<file path="src/rtl/lmsm_pkg.sv">
// Shared types and constants for the LM/SM micro-op sequencer.
package lmsm_pkg;

  localparam int LMSM_MASK_W = 8;

  localparam logic [3:0] OP_LM = 4'd6;
  localparam logic [3:0] OP_SM = 4'd7;

  typedef enum logic [1:0] {
    IDLE,
    ISSUE,
    RELEASE
  } lmsm_state_t;

  function automatic logic is_one_hot(input logic [LMSM_MASK_W-1:0] m);
    return (m != '0) && ((m & (m - LMSM_MASK_W'(1))) == '0);
  endfunction

endpackage

</file>
<file path="src/rtl/prio_enc8.sv">
// Highest-set-bit encoder for an 8-bit mask; one_hot_left flags a single remaining bit.
module prio_enc8
  import lmsm_pkg::*;
(
  input  logic [7:0] in_i,
  output logic [2:0] idx_o,
  output logic       one_hot_left
);

  always_comb begin
    idx_o = '0;
    for (int i = 0; i < 8; i++) begin
      if (in_i[i]) idx_o = 3'(i);
    end
  end

  assign one_hot_left = is_one_hot(in_i);

endmodule

</file>
<file path="src/rtl/lmsm_sequencer.sv">
// Expands an LM/SM register mask into single-register micro-ops, R7 first.
// LMSM_SKIP_ZERO_EN: skip zero mask bits (no bubbles); otherwise scan all 8 positions.
module lmsm_sequencer
  import lmsm_pkg::*;
#(
  parameter int MASK_W = 8,
  parameter int PC_W   = 16
) (
  input  logic                      clk,
  input  logic                      rst_n,
  input  logic                      start,
  input  logic                      is_store,
  input  logic [2:0]                base_reg,
  input  logic [MASK_W-1:0]         mask,
  input  logic [PC_W-1:0]           pc_in,
  input  logic                      flush,
  input  logic                      uop_ready,
  output logic                      busy,
  output logic                      uop_valid,
  output logic [3:0]                uop_opcode,
  output logic [2:0]                uop_base,
  output logic [$clog2(MASK_W)-1:0] uop_reg,
  output logic [$clog2(MASK_W)-1:0] uop_offset,
  output logic [PC_W-1:0]           uop_pc,
  output logic                      uop_last,
  output logic                      freeze_release
);

  localparam int IDX_W = $clog2(MASK_W);

  lmsm_state_t       state_q, state_d;
  logic [MASK_W-1:0] rem_q, rem_d;
  logic [IDX_W-1:0]  off_q, off_d;
  logic              store_q;
  logic [2:0]        base_q;
  logic [PC_W-1:0]   pc_q;

  logic [IDX_W-1:0]  cur_idx;
  logic              have_uop;
  logic              last_w;
  logic              fire;

`ifdef LMSM_SKIP_ZERO_EN
  prio_enc8 u_enc (
    .in_i         (rem_q),
    .idx_o        (cur_idx),
    .one_hot_left (last_w)
  );
  // rem_q is never empty while in ISSUE, so a micro-op is always present
  assign have_uop = 1'b1;
`else
  logic [IDX_W-1:0] pos_q, pos_d;

  assign cur_idx  = pos_q;
  assign have_uop = rem_q[pos_q];
  assign last_w   = is_one_hot(rem_q);
`endif

  assign uop_valid      = (state_q == ISSUE) && have_uop;
  assign uop_last       = uop_valid && last_w;
  assign busy           = (state_q != IDLE);
  assign freeze_release = (state_q == RELEASE);
  assign fire           = uop_valid && uop_ready;

  assign uop_opcode = uop_valid ? (store_q ? OP_SM : OP_LM) : 4'd0;
  assign uop_base   = uop_valid ? base_q  : '0;
  assign uop_reg    = uop_valid ? cur_idx : '0;
  assign uop_offset = uop_valid ? off_q   : '0;
  assign uop_pc     = uop_valid ? pc_q    : '0;

  always_comb begin
    state_d = state_q;
    rem_d   = rem_q;
    off_d   = off_q;
`ifndef LMSM_SKIP_ZERO_EN
    pos_d   = pos_q;
`endif
    unique case (state_q)
      IDLE: begin
        if (start) begin
          rem_d   = mask;
          off_d   = '0;
`ifndef LMSM_SKIP_ZERO_EN
          pos_d   = '1;
`endif
          state_d = (mask != '0) ? ISSUE : RELEASE;
        end
      end
      ISSUE: begin
        if (fire) begin
          rem_d = rem_q & ~(MASK_W'(1) << cur_idx);
          off_d = off_q + IDX_W'(1);
        end
`ifdef LMSM_SKIP_ZERO_EN
        if (fire && last_w) state_d = RELEASE;
`else
        // the scan always walks every position, so completion time is fixed
        if (fire || !have_uop) begin
          if (pos_q == '0) state_d = RELEASE;
          else             pos_d   = pos_q - IDX_W'(1);
        end
`endif
      end
      RELEASE: state_d = IDLE;
      default: state_d = IDLE;
    endcase
    if (flush) state_d = IDLE;
  end

  always_ff @(posedge clk or negedge rst_n) begin
    if (!rst_n) begin
      state_q <= IDLE;
      rem_q   <= '0;
      off_q   <= '0;
`ifndef LMSM_SKIP_ZERO_EN
      pos_q   <= '0;
`endif
    end else begin
      state_q <= state_d;
      rem_q   <= rem_d;
      off_q   <= off_d;
`ifndef LMSM_SKIP_ZERO_EN
      pos_q   <= pos_d;
`endif
    end
  end

  // instruction fields only reach the outputs through uop_valid gating
  always_ff @(posedge clk) begin
    if (state_q == IDLE && start) begin
      store_q <= is_store;
      base_q  <= base_reg;
      pc_q    <= pc_in;
    end
  end

endmodule

</file>
<file path="config.mk">
export PLATFORM = sky130hd
export DESIGN_NAME = lmsm_sequencer
export DESIGN_NICKNAME = d
export VERILOG_FILES = /design/src/rtl/lmsm_pkg.sv /design/src/rtl/prio_enc8.sv /design/src/rtl/lmsm_sequencer.sv
export SDC_FILE = /design/constraint.sdc
export NUM_CORES = 1
export LEC_CHECK = 0
export ABC_AREA = 1
export CAP_MARGIN = 5
export CORE_MARGIN = 5
export CORE_UTILIZATION = 42
export CTS_BUF_LIST = sky130_fd_sc_hd__clkbuf_16
export CTS_CLUSTER_DIAMETER = 50
export DETAILED_ROUTE_END_ITERATION = 6
export GPL_TIMING_DRIVEN = 0
export PLACE_DENSITY = 0.81
export SKIP_CTS_REPAIR_TIMING = 1
export SYNTH_ARGS = -nofsm -noshare
export SYNTH_HDL_FRONTEND = slang
export SYNTH_SLANG_ARGS = --single-unit
export TNS_END_PERCENT = 100
</file>
<file path="constraint.sdc">
create_clock -name clk -period 2.25 [get_ports clk]
set_clock_uncertainty 0.2 [all_clocks]
set_input_delay 0.3375 -clock clk [delete_from_list [all_inputs] [get_ports clk]]
set_output_delay 0.3375 -clock clk [all_outputs]
set_load 0.01 [all_outputs]
</file>
After elaboration in Yosys (flattened, before gate mapping)
Cells that the tools add are included.
{"block": "word_totals", "input_bits": 33, "output_inout_bits": 33, "elab_cells": 65, "regBits": 36}
{"block": "classes", "add_sub_neg": 3, "bitwise_logic": 3, "n_lt_le_gt_ge": 1, "shift": 1, "n_eq_ne": 9, "n_mux": 24, "reduce_logical": 17}
{"cell": "3-bit two-way mux", "count": 9}
{"cell": "8-bit bitwise AND", "count": 2}
{"cell": "16-bit two-way mux", "count": 1}
{"cell": "8-bit two-way mux", "count": 2}
{"cell": "8-bit one-hot mux with 2 select lines", "count": 1}
{"cell": "8-bit nonzero test", "count": 2}
{"cell": "3-bit one-hot mux with 2 select lines", "count": 2}
{"cell": "2-bit two-way mux", "count": 5}
{"cell": "8-bit zero test", "count": 1}
{"cell": "8-bit inverter", "count": 1}
{"cell": "1-bit by 3-bit << shifter with 8-bit output, first input constant", "count": 1}
{"cell": "8-bit by 1-bit subtractor with 8-bit output, second input constant", "count": 1}
{"cell": "2-bit inequality test, second input constant", "count": 3}
{"cell": "3-bit by 2-bit inequality test with 1-bit output, second input constant", "count": 2}
{"cell": "3-bit AND reduction", "count": 2}
{"cell": "1-bit logical AND", "count": 5}
{"cell": "3-bit by 4-bit < comparator with 1-bit output, second input constant", "count": 1}
{"cell": "2-bit one-hot mux with 2 select lines", "count": 1}
{"cell": "4-bit AND reduction", "count": 1}
{"cell": "2-bit nonzero test", "count": 2}
{"cell": "3-bit by 1-bit adder with 3-bit output, second input constant", "count": 1}
{"cell": "1-bit binary-select mux with 3-bit select", "count": 1}
{"cell": "3-bit zero test", "count": 1}
{"cell": "3-bit inequality test, second input constant", "count": 1}
{"cell": "8 further kinds", "count": 9}

Longest topological paths before layout
Gate-level depths: netlist (run 1).
{"block": "depth", "word_depth": 8, "mapped_depth": 10, "depth_no_buf": 10}

Worst setup path after synthesis (run 1)
Ideal clock, no wire load.
{"block": "synth_path", "path_type": "reg2reg", "start": "reg state_q[1]", "end": "reg off_q[2]", "t_required_ns": 1.933, "n_path_buf": 1, "setup_slack_ns": -0.244, "setup_ns": 0.117, "path_stages_with_launch": 8, "period_less_slack_ns": 2.494, "arrival_time_ns": 2.177, "path_cell_list": "dfrtp_1 nor2_1 inv_1 nor2_1 inv_1 buf_2 nand3_1 nand2_1"}
{"block": "synth_via", "elab_chain_cells": 5, "word_cells_on_any_way": 9, "classes_between": "eq/ne: 3; mux: 1; reduce/logical: 5"}
{"element": "start, declared", "line_no": "lmsm_sequencer.sv:31", "source": "lmsm_state_t state_q, state_d;"}
{"element": "start signal, assigned", "line_no": "lmsm_sequencer.sv:119", "source": "state_q <= state_d;"}
{"element": "2-bit by 1-bit equality test with 1-bit output", "line_no": "lmsm_sequencer.sv:59, lmsm_sequencer.sv:78"}
{"element": "1-bit logical AND", "line_no": "lmsm_sequencer.sv:59", "source": "assign uop_valid = (state_q == ISSUE) && have_uop;"}
{"element": "1-bit logical AND", "line_no": "lmsm_sequencer.sv:63", "source": "assign fire = uop_valid && uop_ready;"}
{"element": "2-bit inequality test (no source line)"}
{"element": "3-bit AND reduction (no source line)"}
{"element": "end signal, assigned", "line_no": "lmsm_sequencer.sv:114", "source": "off_q <= '0;"}
{"element": "end signal, assigned", "line_no": "lmsm_sequencer.sv:121", "source": "off_q <= off_d;"}
{"element": "end, declared", "line_no": "lmsm_sequencer.sv:33", "source": "logic [IDX_W-1:0] off_q, off_d;"}
Parallel ways exist; a longest one is shown, timed or not.
A chain may end at the register's enable or synchronous reset.

Worst setup path after layout (run 1)
{"block": "layout_path", "start": "reg pos_q[0] (netlist: cur_idx[0])", "end": "out uop_reg[1]"}
{"block": "layout_via", "elab_chain_cells": 4}
{"element": "start, declared", "line_no": "lmsm_sequencer.sv:52", "source": "logic [IDX_W-1:0] pos_q, pos_d;"}
{"element": "start signal, assigned", "line_no": "lmsm_sequencer.sv:123", "source": "pos_q <= pos_d;"}
{"element": "1-bit binary-select mux with 3-bit select", "line_no": "lmsm_sequencer.sv:55", "source": "assign have_uop = rem_q[pos_q];"}
{"element": "1-bit two-way mux (implied by the code)", "line_no": "lmsm_sequencer.sv:55"}
{"element": "1-bit logical AND", "line_no": "lmsm_sequencer.sv:59"}
{"element": "3-bit two-way mux", "line_no": "lmsm_sequencer.sv:67", "source": "assign uop_reg = uop_valid ? cur_idx : '0;"}
{"element": "end, declared", "line_no": "lmsm_sequencer.sv:22", "source": "output logic [$clog2(MASK_W)-1:0] uop_reg,"}
Every way passes these cells. The select of a mux whose other input is x is not followed.

==> results by group, run 1 <==
STA
  • Slew @ Worst Pin: 0.818 ns
  • Final min period: 2.47 ns
  • Final setup viols: 28
  • Fmax: around 0.41 GHz
  • Hold Violations, Final: 0
  • Rel. slew slack: 0.453
  • RSZ-0062 raised after global routing: true
  • Hold_ws: 0.325 ns
  • Setup ws final: -0.217 ns
  • Period utilization: 1.10
  • Final Max Slew Viols: 0
  • TNS Setup: -4.20 ns

Outcome
  • Failing checks: setup timing
  • Status: finished with violations

Route
  • Via count: between 2000 and 2500
  • DR pass1 iterations: 6
  • Vias/cell: around 5.0
  • Iter 0 DRT Violations: between 150 and 200
  • DRC: 0
  • Antenna-violating nets left: 0
  • WL per Instance: about 15 um
  • Routed WL: between 6000 and 7000 um

Critical path
  • CP Capture Type: primary output
  • Data required, critical path: around 1.7 ns
  • Crit Path Max Fanout: 7
  • Worst R2R Setup Slack: between 0.2 and 0.3 ns
  • CP arrival: ~1.9 ns
  • Critical path launch point type: flip-flop
  • CP Class: reg2out

Die
  • Chip Height: 80.4 um
  • Ports: 66
  • Initial core utilization: 0.438
  • Chip width: approximately 80 um
  • # rows: 25
  • Die area: 6460 um2
  • Core area: 4750 um2

Clock network
  • CTS tree: yes
  • Number of buffers created by CTS: 5
  • Clock Latency Late Sink: 0.28 ns
  • Htree depth: 2
  • Clock buffer depth: 2
  • Clk slew on worst S/H paths: roughly 0.060 ns
  • Clock root cell: clkbuf_16
  • CTS Sinks: 36

Global route
  • Initial antenna violation count: 0
  • Global-route wire length before repair: 8830 um
  • Vias in the first global route: 1883
  • GRT Overall Usage: 0.176
  • GR Overflow Total: 0
  • Largest net degree at the start of global routing: 22

Power and ir drop
  • Leakage: approximately 1.6 nW
  • Combinational fraction of design power: 0.562
  • Share of power burned in registers: 0.253
  • Clock Power Share: 0.184
  • Switching fraction of total power: 0.426
  • Int Pwr: between 2 and 2.5 mW
  • Pwr dens: approximately 1400 nW/um2
  • Worst vdd ir: between 0.0006 and 0.0007 V
  • Switching Power: 1.85 mW

Synthesis
  • Post-synth EDFFs: 20
  • Synth cell types: 25
  • Register bit total from synthesis: 36
  • Post-Syn Nets: around 310
  • Mapped Cells: 267
  • Synthesized area: approximately 2100 um2
  • Main synth FF type: edfxtp_1
  • Post-synth ARST share: 0.444
  • Synth Area per Inst: 7.80 um2
  • YS warnings: 0
  • Seq/Total Area, Yosys: 0.481

Place
  • Gpl congestion: 0.885
  • Placed cell areas: between 2000 and 3000 um2
  • IO Port Bufs: between 60 and 70
  • HPWL Detailed: between 3000 and 4000 um

Job
  • Max-Cap Viols: 0

Final layout
  • Antenna cell count: 0
  • Proportion of layout cells with a drive suffix above 1: 0.302
  • Layout area overhead: 53.7%
  • Design Area, Final: roughly 3200 um2
  • Final Net Count: 396

Min path
  • HP Class: in2async
placed cells by master, fill, tap and decap left out, types with 9 or more instances in the layout:
cell / synthesis / layout
buf_2: 3 / 20
edfxtp_1: 20 / 20
nor2_1: 38 / 21
nand3_1: 33 / 27
buf_4: 3 / 21
inv_1: 51 / 49
nor2_2: 1 / 11
nor2_4: 1 / 9
nand2_1: 56 / 51
dfrtp_1: 16 / 12
clkdlybuf4s50_1: 0 / 34
o21ai_0: 11 / 10
power groups by stage:
stage	Sequential (mW)	Combinational (mW)	Clock [mW]
finish	1.10	2.44	0.801
global placement	1.07	1.90	0
detailed placement	1.08	1.94	0
floorplan	1.03	1.23	0
CTS	1.07	1.97	0.801
global route	1.12	2.67	0.840
worst paths after layout:
path | start | endpoint | depth (start not counted)
min | rst_n | rem_q[4] | 1
max reg2reg | state_q[1] | rem_q[0] | 7
min reg2reg | rem_q[7] | rem_q[7] | 2
max in group asynchronous | rst_n | cur_idx[1] | 1
min in group clk | rem_q[7] | rem_q[7] | 2
max | cur_idx[0] | uop_reg[1] | 10
flip-flops by register name, summed over array words and instances (netlist names):
register,count
state_q,2
pc_q,16
off_q,3
store_q,1
base_q,3
cur_idx,3
rem_q,8
cells by family (layout without fill, tap and decap cells):
kind of cell / after synthesis / in the layout / share of synthesized area
and+or+nand+nor: 142 / 143 / 0.297
buffers and inverters: 64 / 154 / 0.133
other: 1 / 1 / 0.00180
adders and majority gates: 6 / 6 / 0.0361
DFF: 36 / 36 / 0.481
AOI/OAI and AO/OA: 17 / 17 / 0.0463
xor gates and xnor gates: 1 / 1 / 0.00421
cell type report:
class | instances | area, um2
Multi-Input combinational cell | 168 | 940
Timing Repair Buffer | 82 | 704
Tap cell | 67 | 83.8
Clock inverter | 3 | 42.5
Buffer | 10 | 86.3
Inverter | 54 | 213
Clock buffer | 5 | 125
Fill cell | 385 | 1550
Sequential cell | 36 | 1010
routing by layer:
layer  track usage  wire length (um)  vias to the layer above
met5             0                 0                        -
met4        0.0709               160                        0
met3        0.0291               441                       18
met2         0.302              3160                      119
met1         0.218              2430                      979
li1              -                 -                     1013
synthesized netlist by cell type, types with 2 or more instances:
master / n / share of area
nor2_1: 38 / 0.069
buf_2: 3 / 0.0072
nand3_1: 33 / 0.079
nor3_1: 2 / 0.0048
dfrtp_1: 16 / 0.19
o211ai_1: 3 / 0.011
inv_1: 51 / 0.092
inv_2: 3 / 0.0054
nand2_1: 56 / 0.10
edfxtp_1: 20 / 0.29
o21ai_0: 11 / 0.026
buf_6: 3 / 0.016
buf_4: 3 / 0.011
nand4_1: 7 / 0.021
nand2_2: 2 / 0.0060
ha_1: 6 / 0.036
a21oi_1: 2 / 0.0048
stage by stage:
step	instances	util	setup slack, ns	power, mW
floorplan	267	-	0.147	2.26
finish	425	0.673	-0.217	4.34
CTS	406	0.626	-0.801	3.83
global route	425	0.673	-0.282	4.63
global placement	398	0.591	-0.509	2.97
detailed placement	398	0.591	-0.537	3.02
critical path, stage by stage, from the launching register on:
cell       delay (ns)
dfrtp_2          0.48
inv_4            0.09
nand2_2          0.08
nand3_2          0.08
nand3_2          0.08
nand2_2          0.08
nor2_4           0.21
clkinv_4         0.13
clkbuf_16        0.19
nor2_2           0.09
buf_2            0.14
Power figures use the tool's default switching activity.
==> run 2, diff against run 1 <==
--- a/config.mk
+++ b/config.mk
@@ -14,7 +14,9 @@
 export DETAILED_ROUTE_END_ITERATION = 6
 export GPL_TIMING_DRIVEN = 0
 export PLACE_DENSITY = 0.81
+export REMOVE_ABC_BUFFERS = 1
 export SKIP_CTS_REPAIR_TIMING = 1
+export SKIP_LAST_GASP = 1
 export SYNTH_ARGS = -nofsm -noshare
 export SYNTH_HDL_FRONTEND = slang
 export SYNTH_SLANG_ARGS = --single-unit
==> results by group, run 2 (synthesis gave the netlist of run 1 again) <==
Final layout
  • Layout area overhead: 49.2%
  • Antenna cell count: 0 (unchanged)
  • Commonest non-fill, non-tap cell in the layout: nand2_1
  • Reg with most FFs: pc_q
  • Commonest cells after routing, fill and taps aside: nand2_1 (51), inv_1 (50), clkdlybuf4s50_1 (34)
  • Fin cells: 415 (-2.4%)
  • Biggest regs: pc_q (16), rem_q (8)
  • Final Net Count: 386 (-2.5%)
  • Proportion of layout cells with a drive suffix above 1: 0.276 (-0.0258)
  • Final Util: 0.653 (-0.0197)
  • Max FFs per register: 16 (unchanged)

Outcome
  • Failing checks: setup timing
  • Status: finished with violations

Place
  • IO Port Bufs: 64 (unchanged)
  • Dpl cells: 389 (-2.3%)
  • Gpl congestion: 0.915 (+3.5%)
  • HPWL Detailed: 3780 um (-4.1%)

Die
  • Die area: 6460 um2 (unchanged)
  • Initial core utilization: 0.438 (unchanged)
  • Chip Height: 80.4 um (unchanged)
  • # rows: 25 (unchanged)
  • Ports: 66 (unchanged)
  • Chip width: 80.4 um (unchanged)
  • Core area: 4750 um2 (unchanged)

Route
  • Iter 0 DRT Violations: 107 (-37%)
  • Vias/cell: 4.87 (-2.8%)
  • WL per Instance: 14.1 um (-3.3%)
  • Routed WL: 5840 um (-5.5%)
  • DR pass1 iterations: 4 (-2)
  • DRC: 0 (unchanged)
  • Via count: 2021 (-5.1%)
  • Antenna-violating nets left: 0 (unchanged)

Critical path
  • CP Class: reg2out
  • Crit Path Max Fanout: 8 (+1)
  • Slowest stage delay, CP: 0.48 ns (about the same)
  • Data required, critical path: 1.71 ns (about the same)
  • Cell Chain, Critical Path: inv_4 > nand2_2 > nand3_2 > nand3_2 > nand2_2 > nor2_4 > buf_12 > clkinv_8 > buf_4 > nor2_4 > buf_6
  • Cell family with most CP delay: simple AND/OR/NAND/NOR gates
  • Critical path launch point type: flip-flop
  • Slowest cell on the critical path: dfrtp_2
  • CP arrival: 1.90 ns (-0.03 ns)
  • CP Capture Type: primary output
  • Crit path buffers/inverters: 5 (+1)

Clock network
  • CTS tree: yes
  • Htree depth: 2 (unchanged)
  • CTS Sinks: 36 (unchanged)
  • Clock root cell: clkbuf_16
  • Number of buffers created by CTS: 5 (unchanged)
  • Clock Latency Late Sink: 0.28 ns (about the same)
  • Clock buffer depth: 2 (unchanged)
  • Clk slew on worst S/H paths: 0.06 ns (about the same)

Global route
  • Initial antenna violation count: 0 (unchanged)
  • GR Overflow Total: 0 (unchanged)
  • Grt met1 use: 0.203 (-0.0156)
  • Global-route wire length before repair: 8250 um (-6.6%)
  • GR peak layer: met2
  • Vias in the first global route: 1818 (-3.5%)
  • Largest net degree at the start of global routing: 26 (+18%)
  • M3 GR Usage: 0.0471 (+0.0179)
  • Met2 usage: 0.276 (-0.0257)
  • GRT Overall Usage: 0.166 (-0.0102)

Power and ir drop
  • Leakage: 1.54 nW (-5.2%)
  • Worst vdd ir: 0.000639 V (-7.9%)
  • Pwr dens: 1330 nW/um2 (-2.2%)

STA
  • TNS Setup: -2.57 ns (+1.63 ns)
  • Slew @ Worst Pin: 0.780 ns (-0.0381 ns)
  • Final Max Slew Viols: 0 (unchanged)
  • RSZ-0062 raised after global routing: true
  • Final setup viols: 29 (+3.6%)
  • Period utilization: 1.08 (-0.0146)
  • Final min period: 2.43 ns (-0.0330 ns)
  • Rel. slew slack: 0.479 (+0.0255)
  • Setup ws final: -0.184 ns (+0.0330 ns)
  • Hold Violations, Final: 0 (unchanged)
  • Fmax: 0.411 GHz (+1.4%)

Min path
  • HP Class: in2async

Job
  • Max-Cap Viols: 0 (unchanged)
run 2: changes by cell type in the layout (fill, tap and decap cells not counted), moves of 2 or more:
cell,previous run,this run
buf_12,0,2
buf_2,20,10
buf_4,21,13
buf_6,6,8
clkbuf_2,4,10
dlymetal6s2s_1,4,2
nor2_1,21,23
nor2_4,9,7
run 2: worst reg2reg max path, delay by kind of cell (launching register included):
kind / cells / cell delay [ns]
flip-flops: 1 / 0.48
AND/OR/NAND/NOR: 5 / 0.59
buffers and inverters: 3 / 0.65
run 2: per-stage QoR:
stage | instance area (um2) | total power, mW | hold WS, ns | setup WS, ns
global placement | 2730 | 2.81 | 0.302 | -1.32
floorplan | 2010 | 2.15 | -0.158 | -0.356
detailed placement | 2750 | 2.90 | 0.318 | -0.714
global route | 3110 | 4.40 | 0.361 | -0.281
finish | 3110 | 4.12 | 0.315 | -0.184
CTS | 2890 | 3.58 | 0.329 | -1.06
run 2: layer usage:
layer	wire (um)	vias up
li1	-	994
met1	2180	930
met2	2980	86
met3	584	11
met4	95	0
met5	0	-
run 2: worst paths after layout:
check | startpoint | endpoint | slack [ns] | cells after the start
worst min register to register | off_q[0] | off_q[0] | 0.33 | 1
worst max-delay path | cur_idx[0] | uop_pc[9] | -0.18 | 11
max in group asynchronous | rst_n | cur_idx[1] | 1.00 | 1
worst max register to register | state_q[1] | rem_q[1] | 0.20 | 8
min in group clk | off_q[0] | off_q[0] | 0.33 | 1
worst min-delay path | rst_n | state_q[0] | 0.32 | 1
run 2: final cells by class:
type,instances,area (um2)
Clock buffer,5,125
Clock inverter,3,18.8
Fill cell,377,1650
Inverter,54,220
Multi-Input combinational cell,168,920
Sequential cell,36,1010
Tap cell,67,83.8
Timing Repair Buffer,80,708
Timing Repair inverter,2,25.0
run 2: power by group:
group          internal [mW]  leakage (nW)  switching (mW)
combinational          0.995          1.08            1.34
clock                  0.407        0.0736           0.259
sequential             0.918         0.385           0.198
total                   2.32          1.54            1.80
==> run 3, diff against run 2 <==
--- a/config.mk
+++ b/config.mk
@@ -20,4 +20,4 @@
 export SYNTH_ARGS = -nofsm -noshare
 export SYNTH_HDL_FRONTEND = slang
 export SYNTH_SLANG_ARGS = --single-unit
-export TNS_END_PERCENT = 100
+export TNS_END_PERCENT = 5
==> results by group, run 3 (synthesis gave the netlist of run 1 again) <==
Final layout
  • Commonest cells after routing, fill and taps aside: nand2_1 (53), inv_1 (50), nor2_1 (35)
  • Layout area overhead: 50.8%
  • Antenna cell count: 0 (unchanged)
  • Area of the multi-input gates: 860 um2 (-6.5%)
  • Commonest non-fill, non-tap cell in the layout: nand2_1
  • Reg with most FFs: pc_q
  • Max FFs per register: 16 (unchanged)
  • Proportion of layout cells with a drive suffix above 1: 0.146 (-0.130)
  • Design Area, Final: 3140 um2 (+1.1%)
  • Final Net Count: 381 (-1.3%)
  • FILL cells: 371 (-1.6%)
  • Final Util: 0.661 (+0.00710)
  • Sequential cell area: 1010 um2 (unchanged)
  • Biggest regs: pc_q (16), rem_q (8)

STA
  • Final Max Slew Viols: 0 (unchanged)
  • Setup ws final: -0.220 ns (-0.0357 ns)
  • Fmax: 0.405 GHz (-1.4%)
  • Final min period: 2.47 ns (+0.0357 ns)
  • RSZ-0062 raised after global routing: true
  • Hold Violations, Final: 0 (unchanged)
  • TNS Setup: -4.73 ns (-2.16 ns)
  • Period utilization: 1.10 (+0.0159)
  • Hold_ws: 0.308 ns (-0.00689 ns)
  • Slew @ Worst Pin: 0.767 ns (-0.0126 ns)
  • Final setup viols: 29 (unchanged)
  • Rel. slew slack: 0.487 (+0.00840)

Critical path
  • CP arrival: 1.93 ns (+0.03 ns)
  • CP Class: reg2out
  • Critical path launch point type: flip-flop
  • CP Capture Type: primary output
  • Data required, critical path: 1.71 ns (about the same)
  • Crit Path Max Fanout: 12 (+4)

Route
  • Routed WL: 6020 um (+3.1%)
  • Via count: 2027 (+0.30%)
  • Antenna-violating nets left: 0 (unchanged)
  • DR pass1 iterations: 4 (unchanged)
  • Vias/cell: 4.94 (+1.5%)
  • WL per Instance: 14.7 um (+4.3%)
  • DRC: 0 (unchanged)
  • Iter 0 DRT Violations: 161 (+50%)

Outcome
  • Status: finished with violations
  • Failing checks: setup timing

Global route
  • GRT Overall Usage: 0.166 (unchanged)
  • Global-route wire length before repair: 8250 um (unchanged)
  • Vias in the first global route: 1818 (unchanged)
  • Largest net degree at the start of global routing: 26 (unchanged)
  • GR Overflow Total: 0 (unchanged)
  • Initial antenna violation count: 0 (unchanged)

Min path
  • HP Class: in2async

Die
  • Chip Height: 80.4 um (unchanged)
  • Core area: 4750 um2 (unchanged)
  • Chip width: 80.4 um (unchanged)
  • Initial core utilization: 0.438 (unchanged)
  • Ports: 66 (unchanged)
  • Die area: 6460 um2 (unchanged)
  • # rows: 25 (unchanged)

Clock network
  • Htree depth: 2 (unchanged)
  • Clock root cell: clkbuf_16
  • Clk slew on worst S/H paths: 0.06 ns (about the same)
  • CTS tree: yes
  • Clock buffer depth: 2 (unchanged)
  • Number of buffers created by CTS: 5 (unchanged)
  • CTS Sinks: 36 (unchanged)
  • Clock Latency Late Sink: 0.28 ns (about the same)

Place
  • IO Port Bufs: 64 (unchanged)
  • Placed cell areas: 2750 um2 (unchanged)
  • HPWL Detailed: 3780 um (unchanged)
  • Gpl congestion: 0.915 (unchanged)

Power and ir drop
  • Worst vdd ir: 0.000643 V (+0.60%)
  • Total Power: 3.94 mW (-4.4%)
  • Leakage: 1.93 nW (+25%)
  • Pwr dens: 1250 nW/um2 (-5.4%)

Job
  • Max-Cap Viols: 0 (unchanged)
run 3: changes by cell type in the layout (fill, tap and decap cells not counted), sizes merged:
cell	change
buf	-21
clkbuf	-10
dlymetal6s2s	+27
inv	-1
run 3: power breakdown:
part | internal, mW | leakage (nW) | total, mW | switching, mW
Combinational | 0.923 | 1.47 | 2.16 | 1.23
Sequential | 0.919 | 0.385 | 1.11 | 0.193
Clock | 0.407 | 0.0736 | 0.672 | 0.265
Total | 2.25 | 1.93 | 3.94 | 1.69
run 3: per-stage QoR:
step / cells / setup WS (ns)
6_report: 410 / -0.220
5_1_grt: 410 / -0.322
4_1_cts: 397 / -1.06
3_5_place_dp: 389 / -0.714
3_3_place_gp: 388 / -1.32
2_1_floorplan: 257 / -0.356
run 3: worst paths after layout:
kind	start	end	slack, ns	depth (start not counted)
worst max register to register	cur_idx[0]	off_q[2]	0.14	11
worst max-delay path	cur_idx[0]	uop_pc[6]	-0.22	10
worst min register to register	off_q[0]	off_q[0]	0.32	1
max in group asynchronous	rst_n	rem_q[3]	1.01	1
worst min-delay path	rst_n	state_q[0]	0.31	1
min in group clk	off_q[0]	off_q[0]	0.32	1
run 3: critical path, cell delays in order, from the launching register on:
cell	delay [ns]
dfrtp_2	0.47
inv_4	0.09
nand2_1	0.10
nand3_2	0.08
nand3_2	0.08
nand2_2	0.09
nor2_4	0.28
buf_12	0.15
inv_6	0.05
nor2_1	0.09
dlymetal6s2s_1	0.18
run 3: cell type report:
type                       instances  area share
multi-input combinational        168       0.274
clock inverter                     3     0.00598
clock buffer                       5      0.0398
timing repair inverter             1     0.00279
inverter                          54      0.0701
sequential                        36       0.320
timing repair buffer              76       0.261
tap                               67      0.0267
run 3: routing by layer:
layer | wire length [um] | track usage | up-vias
met4 | 82 | 0.0608 | 0
met5 | 0 | 0 | -
li1 | - | - | 984
met3 | 447 | 0.0471 | 8
met2 | 3150 | 0.276 | 74
met1 | 2340 | 0.203 | 961
==> variant 1 (config.mk and constraints of run 2) <==
Change the parameter `PC_W` from 16 to 20.
--- a/src/rtl/lmsm_sequencer.sv
+++ b/src/rtl/lmsm_sequencer.sv
@@ -4,7 +4,7 @@
   import lmsm_pkg::*;
 #(
   parameter int MASK_W = 8,
-  parameter int PC_W   = 16
+  parameter int PC_W   = 20
 ) (
   input  logic                      clk,
   input  logic                      rst_n,
Interface: changed (resized pc_in and uop_pc); port bits go from 66 to 74. The function was not compared with the original's and may differ.
==> variant 1 against run 2 <==
- worst hold slack worse by 1.2 ps
- synthesized cell count grew 5.2%
- largest power group unchanged
- final cell count rose by 11%
- sequential cell count increased by 4
- total power increased by 24%
- design area is 21% higher
- setup slack lost 34 ps
- sequential power increased by 8%
- critical endpoint is now uop_pc[7]
- routed wire length is 23% higher
- synthesized area is 10% higher
- the flow still finishes with violations (negative setup slack)
- largest cell class unchanged
==> variant 1: results (changes against run 2) <==
* Post-synth top flop: edfxtp_1
* Dpl cell area at 3053 um2 (+11%)
* Fin worst setup slack at -218.6 ps (-34.16 ps)
* Met1 Usage GRT at 18.22% (-2.1 points)
* Top sig layer: met4
* ANT cells at 0 (unchanged)
* Average wire per standard cell at 15.65 um (+11%)
* Kind of critical path: reg2out
* Vias/cell at 4.967 (+2.0%)
* Number of synthesis warnings at 0 (unchanged)
* Largest regs: pc_q x20, rem_q x8
* Share of cells above drive strength 1 at 34.54% (+6.9 points)
* R2r setup slk at 90 ps (-110 ps)
* Number of synthesized flops with an enable pin at 24 (+20%)
* Setup Viol. Count Final at 32 (+10%)
* GPL Wtd Cong at 0.8927 (-2.5%)
* Metal2 WL at 3661 um (+23%)
* Largest cells by area after synthesis: edfxtp_1 (31%), dfrtp_1 (17%), nand2_1 (9.3%), inv_1 (9.0%), nand3_1 (7.8%)
* CTS buffer count at 5 (unchanged)
* Max incr delay on CP at between 400 and 500 ps
* Status: complete, but fails checks
* Routed length on met1 at 3086 um (+42%)
* First-pass GRT wire length at 8431 um (+2.2%)
* First-pass DRT Iterations at 6 (+2)
* Register area share after synthesis at 48.78% (+0.70 points)
* Antenna violations before repair at 0 (unchanged)
* Slowest-stage cell, CP: dfrtp_2
* Vias in the first global route at 1834 (+0.88%)
* Clk_lat worst skew at 280 ps (about the same)
* Dpl hpwl at 4180 um (+11%)
* Largest net degree at the start of global routing at 30 (+15%)
* GR Util met3 at 3.653% (-1.1 points)
* H-tree level count at 2 (unchanged)
* Worst ir drop on vdd at 0.0006757 V (+5.7%)
* Clock Path Buffers at 2 (unchanged)
* CP endpoint: uop_pc[7]
* Synth cell count leaders: nand2_1 (57), inv_1 (55), nand3_1 (36), nor2_1 (30), edfxtp_1 (24)
* Crit path DAT at 1930 ps (+30 ps)
* Worst slew pin tran at 786.2 ps (+6.481 ps)
* Reg clk slew, reported paths at 60 ps (about the same)
* Mux cell area share after synthesis at 0% (unchanged)
* Met2 GRT Util at 24.95% (-2.7 points)
* NumNets Final at 430 (+11%)
* Leakage at 0.001808 uW (+17%)
* Launch point of the worst reg-to-reg path: cur_idx[0]
* Reg2Reg Depth at 12 (+4)
* GRT Overall Usage at 14.98% (-1.6 points)
* Crit path from: cur_idx[0]
* Post-synthesis cell type count at 24 (-4.0%)
* IO buf count at 72 (+13%)
* DRT iter0 DRCs at 98 (-8.4%)
* Post-synth ARST share at 40.00% (-4.4 points)
* Compound-gate portion of the synthesized area at 3.593% (-1.0 points)
* Met3 WL at 370 um (-37%)
* Pre-CTS setup slack at -1322 ps (-608.0 ps)
* Post-Synth XOR/XNOR Area at 0.3811% (-0.040 points)
* Post-Synth Adder-Cell Area at 3.266% (-0.34 points)
* RR Endpoint: rem_q[6]
* Failing checks: negative setup slack
==> variant 1: worst min path at each step <==
| stage | from | endpoint | slack, ps |
|---|---|---|---|
| finish | rst_n | state_q[0] | 310 |
| global route | off_q[0] | off_q[0] | 350 |
| global placement | off_q[0] | off_q[0] | 300 |
| floorplan | rst_n | cur_idx[0] | -160 |
| detailed placement | off_q[0] | off_q[0] | 310 |
| CTS | off_q[0] | off_q[0] | 310 |
==> variant 1: logic make-up after synthesis <==
group                      after synthesis
and+or+nand+nor                        148
DFF                                     40
AOI/OAI and AO/OA                       16
xor gates and xnor gates                 1
other                                    1
buffers and inverters                   69
adders and majority gates                6
==> variant 1: final cells by class <==
type	instances	area [um2]
Timing Repair Buffer	107	1046
Timing Repair inverter	2	31.28
Inverter	58	256.5
Clock inverter	3	38.79
Fill cell	403	1635
Sequential cell	40	1125
Tap cell	72	90.09
Multi-Input combinational cell	173	1057
Clock buffer	5	125.1
==> variant 1: through the flow <==
stage	utilization [%]	instances	total power (uW)	TNS [ps]
floorplan	-	270	2366	-20570
global placement	56.16	414	3088	-78110
detailed placement	56.48	415	3180	-44170
CTS	59.51	423	3987	-55660
global route	69.75	460	5427	-8098
finish	69.75	460	5103	-4895
==> variant 1: where the power goes <==
part | switching (uW) | leakage (uW) | total (uW) | internal (uW)
registers | 193 | 0.000423 | 1210 | 1020
logic | 1700 | 0.00130 | 3110 | 1410
clock network | 268 | 0.0000850 | 784 | 516
total | 2160 | 0.00181 | 5100 | 2950
==> variant 1: critical path, delay by kind of cell, from the launching register on <==
family        cells  cell delay [ps]
simple gates      6              580
buf+inv           5              570
flops             1              470
==> variant 2 (flow settings as in run 2) <==
Without the edit above. Re-encode `lmsm_state_t` (3 states) as one-hot, 3 bits wide.
--- a/src/rtl/lmsm_pkg.sv
+++ b/src/rtl/lmsm_pkg.sv
@@ -6,10 +6,10 @@
   localparam logic [3:0] OP_LM = 4'd6;
   localparam logic [3:0] OP_SM = 4'd7;
 
-  typedef enum logic [1:0] {
-    IDLE,
-    ISSUE,
-    RELEASE
+  typedef enum logic [2:0] {
+    IDLE    = 3'b001,
+    ISSUE   = 3'b010,
+    RELEASE = 3'b100
   } lmsm_state_t;
 
   function automatic logic is_one_hot(input logic [LMSM_MASK_W-1:0] m);
Formal check against the unedited RTL: no difference found for any inputs over 10 cycles, from zero or initial values and one cycle with rst_n low; not proved beyond that.
==> variant 2 against run 2 <==
- register-to-register slack improved by 80 ps
- synthesized area shrank 2.0%
- critical path depth decreased by 2
- utilization decreased by 3.6 points
- die area shrank 1.8%
- sequential cell count increased by 1
- sequential share of layout area up 2.9 points
- design area decreased by 6.1%
- routed wire length decreased by 12%
- setup slack better by 230 ps
- largest cell class unchanged
Power is not compared: it rests on default switching activity, and its combinational part moved more than twofold at a synthesized area within 25%.
==> variant 2: results (changes against run 2) <==
* Status: complete, no violations
* Share of cells above drive strength 1 at 21.88% (-5.7 points)
* GRT Overall Usage at 14.93% (-1.6 points)
* Post-route insts no fill at 396 (-4.6%)
* Slew margin rel. at 48.68% (+0.83 points)
* Internal at between 1500 and 2000 uW
* Post-synth ARST share at 45.95% (+1.5 points)
* Reg clk slew, reported paths at 50 ps
* Slowest-stage cell, CP: dfstp_2
* Critical path's top delay family: buffers and inverters
* Dpl hpwl at 3513 um (-7.1%)
* Routed vias at 1861 (-7.9%)
* Switching Share at 35.97%
* Dpl cell area at 2703 um2 (-1.7%)
* Crit path DAT at 1670 ps (-230 ps)
* Register area share after synthesis at 50.37% (+2.3 points)
* Clk_lat worst skew at about 270 ps
* NumNets Final at 367 (-4.9%)
* Post-synthesis cell type count at 27 (+8.0%)
* Pre-CTS setup slack at -796.4 ps (-82.13 ps)
* Number of fillers in the final layout at 423 (+12%)
* Synth cell count leaders: nand2_1 (53), inv_1 (50), nor2_1 (34), edfxtp_1 (20), dfrtp_1 (16)
* Placed insts at 373 (-4.1%)
* Largest cells by area after synthesis: edfxtp_1 (29%), dfrtp_1 (20%), nand2_1 (9.8%), inv_1 (9.2%), nor2_1 (6.3%)
* GPL Wtd Cong at 0.8342 (-8.9%)
* First-pass GRT wire length at 7396 um (-10%)
* Hold/Removal Path Class: in2async
* Max incr delay on CP at 530 ps (+50 ps)
* Drt total wl at 5123 um (-12%)
* Syn Area/Cell at 8.125 um2 (+4.2%)
* Critical path peak fanout at 7 (-1)
* DRT iter0 DRCs at 76 (-29%)
* Vias in the first global route at 1655 (-9.0%)
* Largest net degree at the start of global routing at 28 (+7.7%)
[variant 2: worst paths after layout]
| check | slack [ps] | start | end | depth (start not counted) |
|---|---|---|---|---|
| worst max-delay path | 50 | state_q[0] | uop_reg[2] | 9 |
| worst min-delay path | 320 | rst_n | state_q[2] | 1 |
| worst min register to register | 370 | rem_q[4] | rem_q[4] | 2 |
| max in group asynchronous | 1000 | rst_n | cur_idx[0] | 1 |
| worst max register to register | 280 | state_q[0] | cur_idx[1] | 9 |
| min in group clk | 370 | rem_q[4] | rem_q[4] | 2 |
[variant 2: logic make-up (layout without fill, tap and decap cells)]
| family | after synthesis | count (layout) | share of synthesized area [%] |
|---|---|---|---|
| XOR/XNOR | 2 | 2 | 0.8591 |
| AO/OA/AOI/OAI | 29 | 29 | 7.423 |
| adder cells (fa/ha/maj) | 6 | 6 | 3.681 |
| multiplexers | 1 | 1 | 0.4908 |
| AND/OR/NAND/NOR | 115 | 117 | 24.60 |
| other | 1 | 1 | 0.1839 |
| flip-flops | 37 | 37 | 50.37 |
| buffers and inverters | 60 | 136 | 12.39 |
[variant 2: area by class of cell]
type | count | area (um2) | share of cell area (%)
tap | 67 | 83.83 | 2.873
timing repair buffer | 76 | 623.1 | 21.36
inverter | 51 | 206.4 | 7.075
sequential | 37 | 1030 | 35.29
clock buffer | 5 | 125.1 | 4.288
timing repair inverter | 1 | 5.005 | 0.1715
clock inverter | 3 | 12.51 | 0.4288
multi-input combinational | 156 | 832.0 | 28.52
[variant 2: layer usage]
metal | wire length (um) | vias to the layer above | GRT usage, %
li1 | - | 939 | -
met1 | 2198 | 825 | 19.56
met2 | 2341 | 87 | 24.54
met3 | 505 | 10 | 4.176
met4 | 78 | 0 | 3.265
met5 | 0 | - | 0
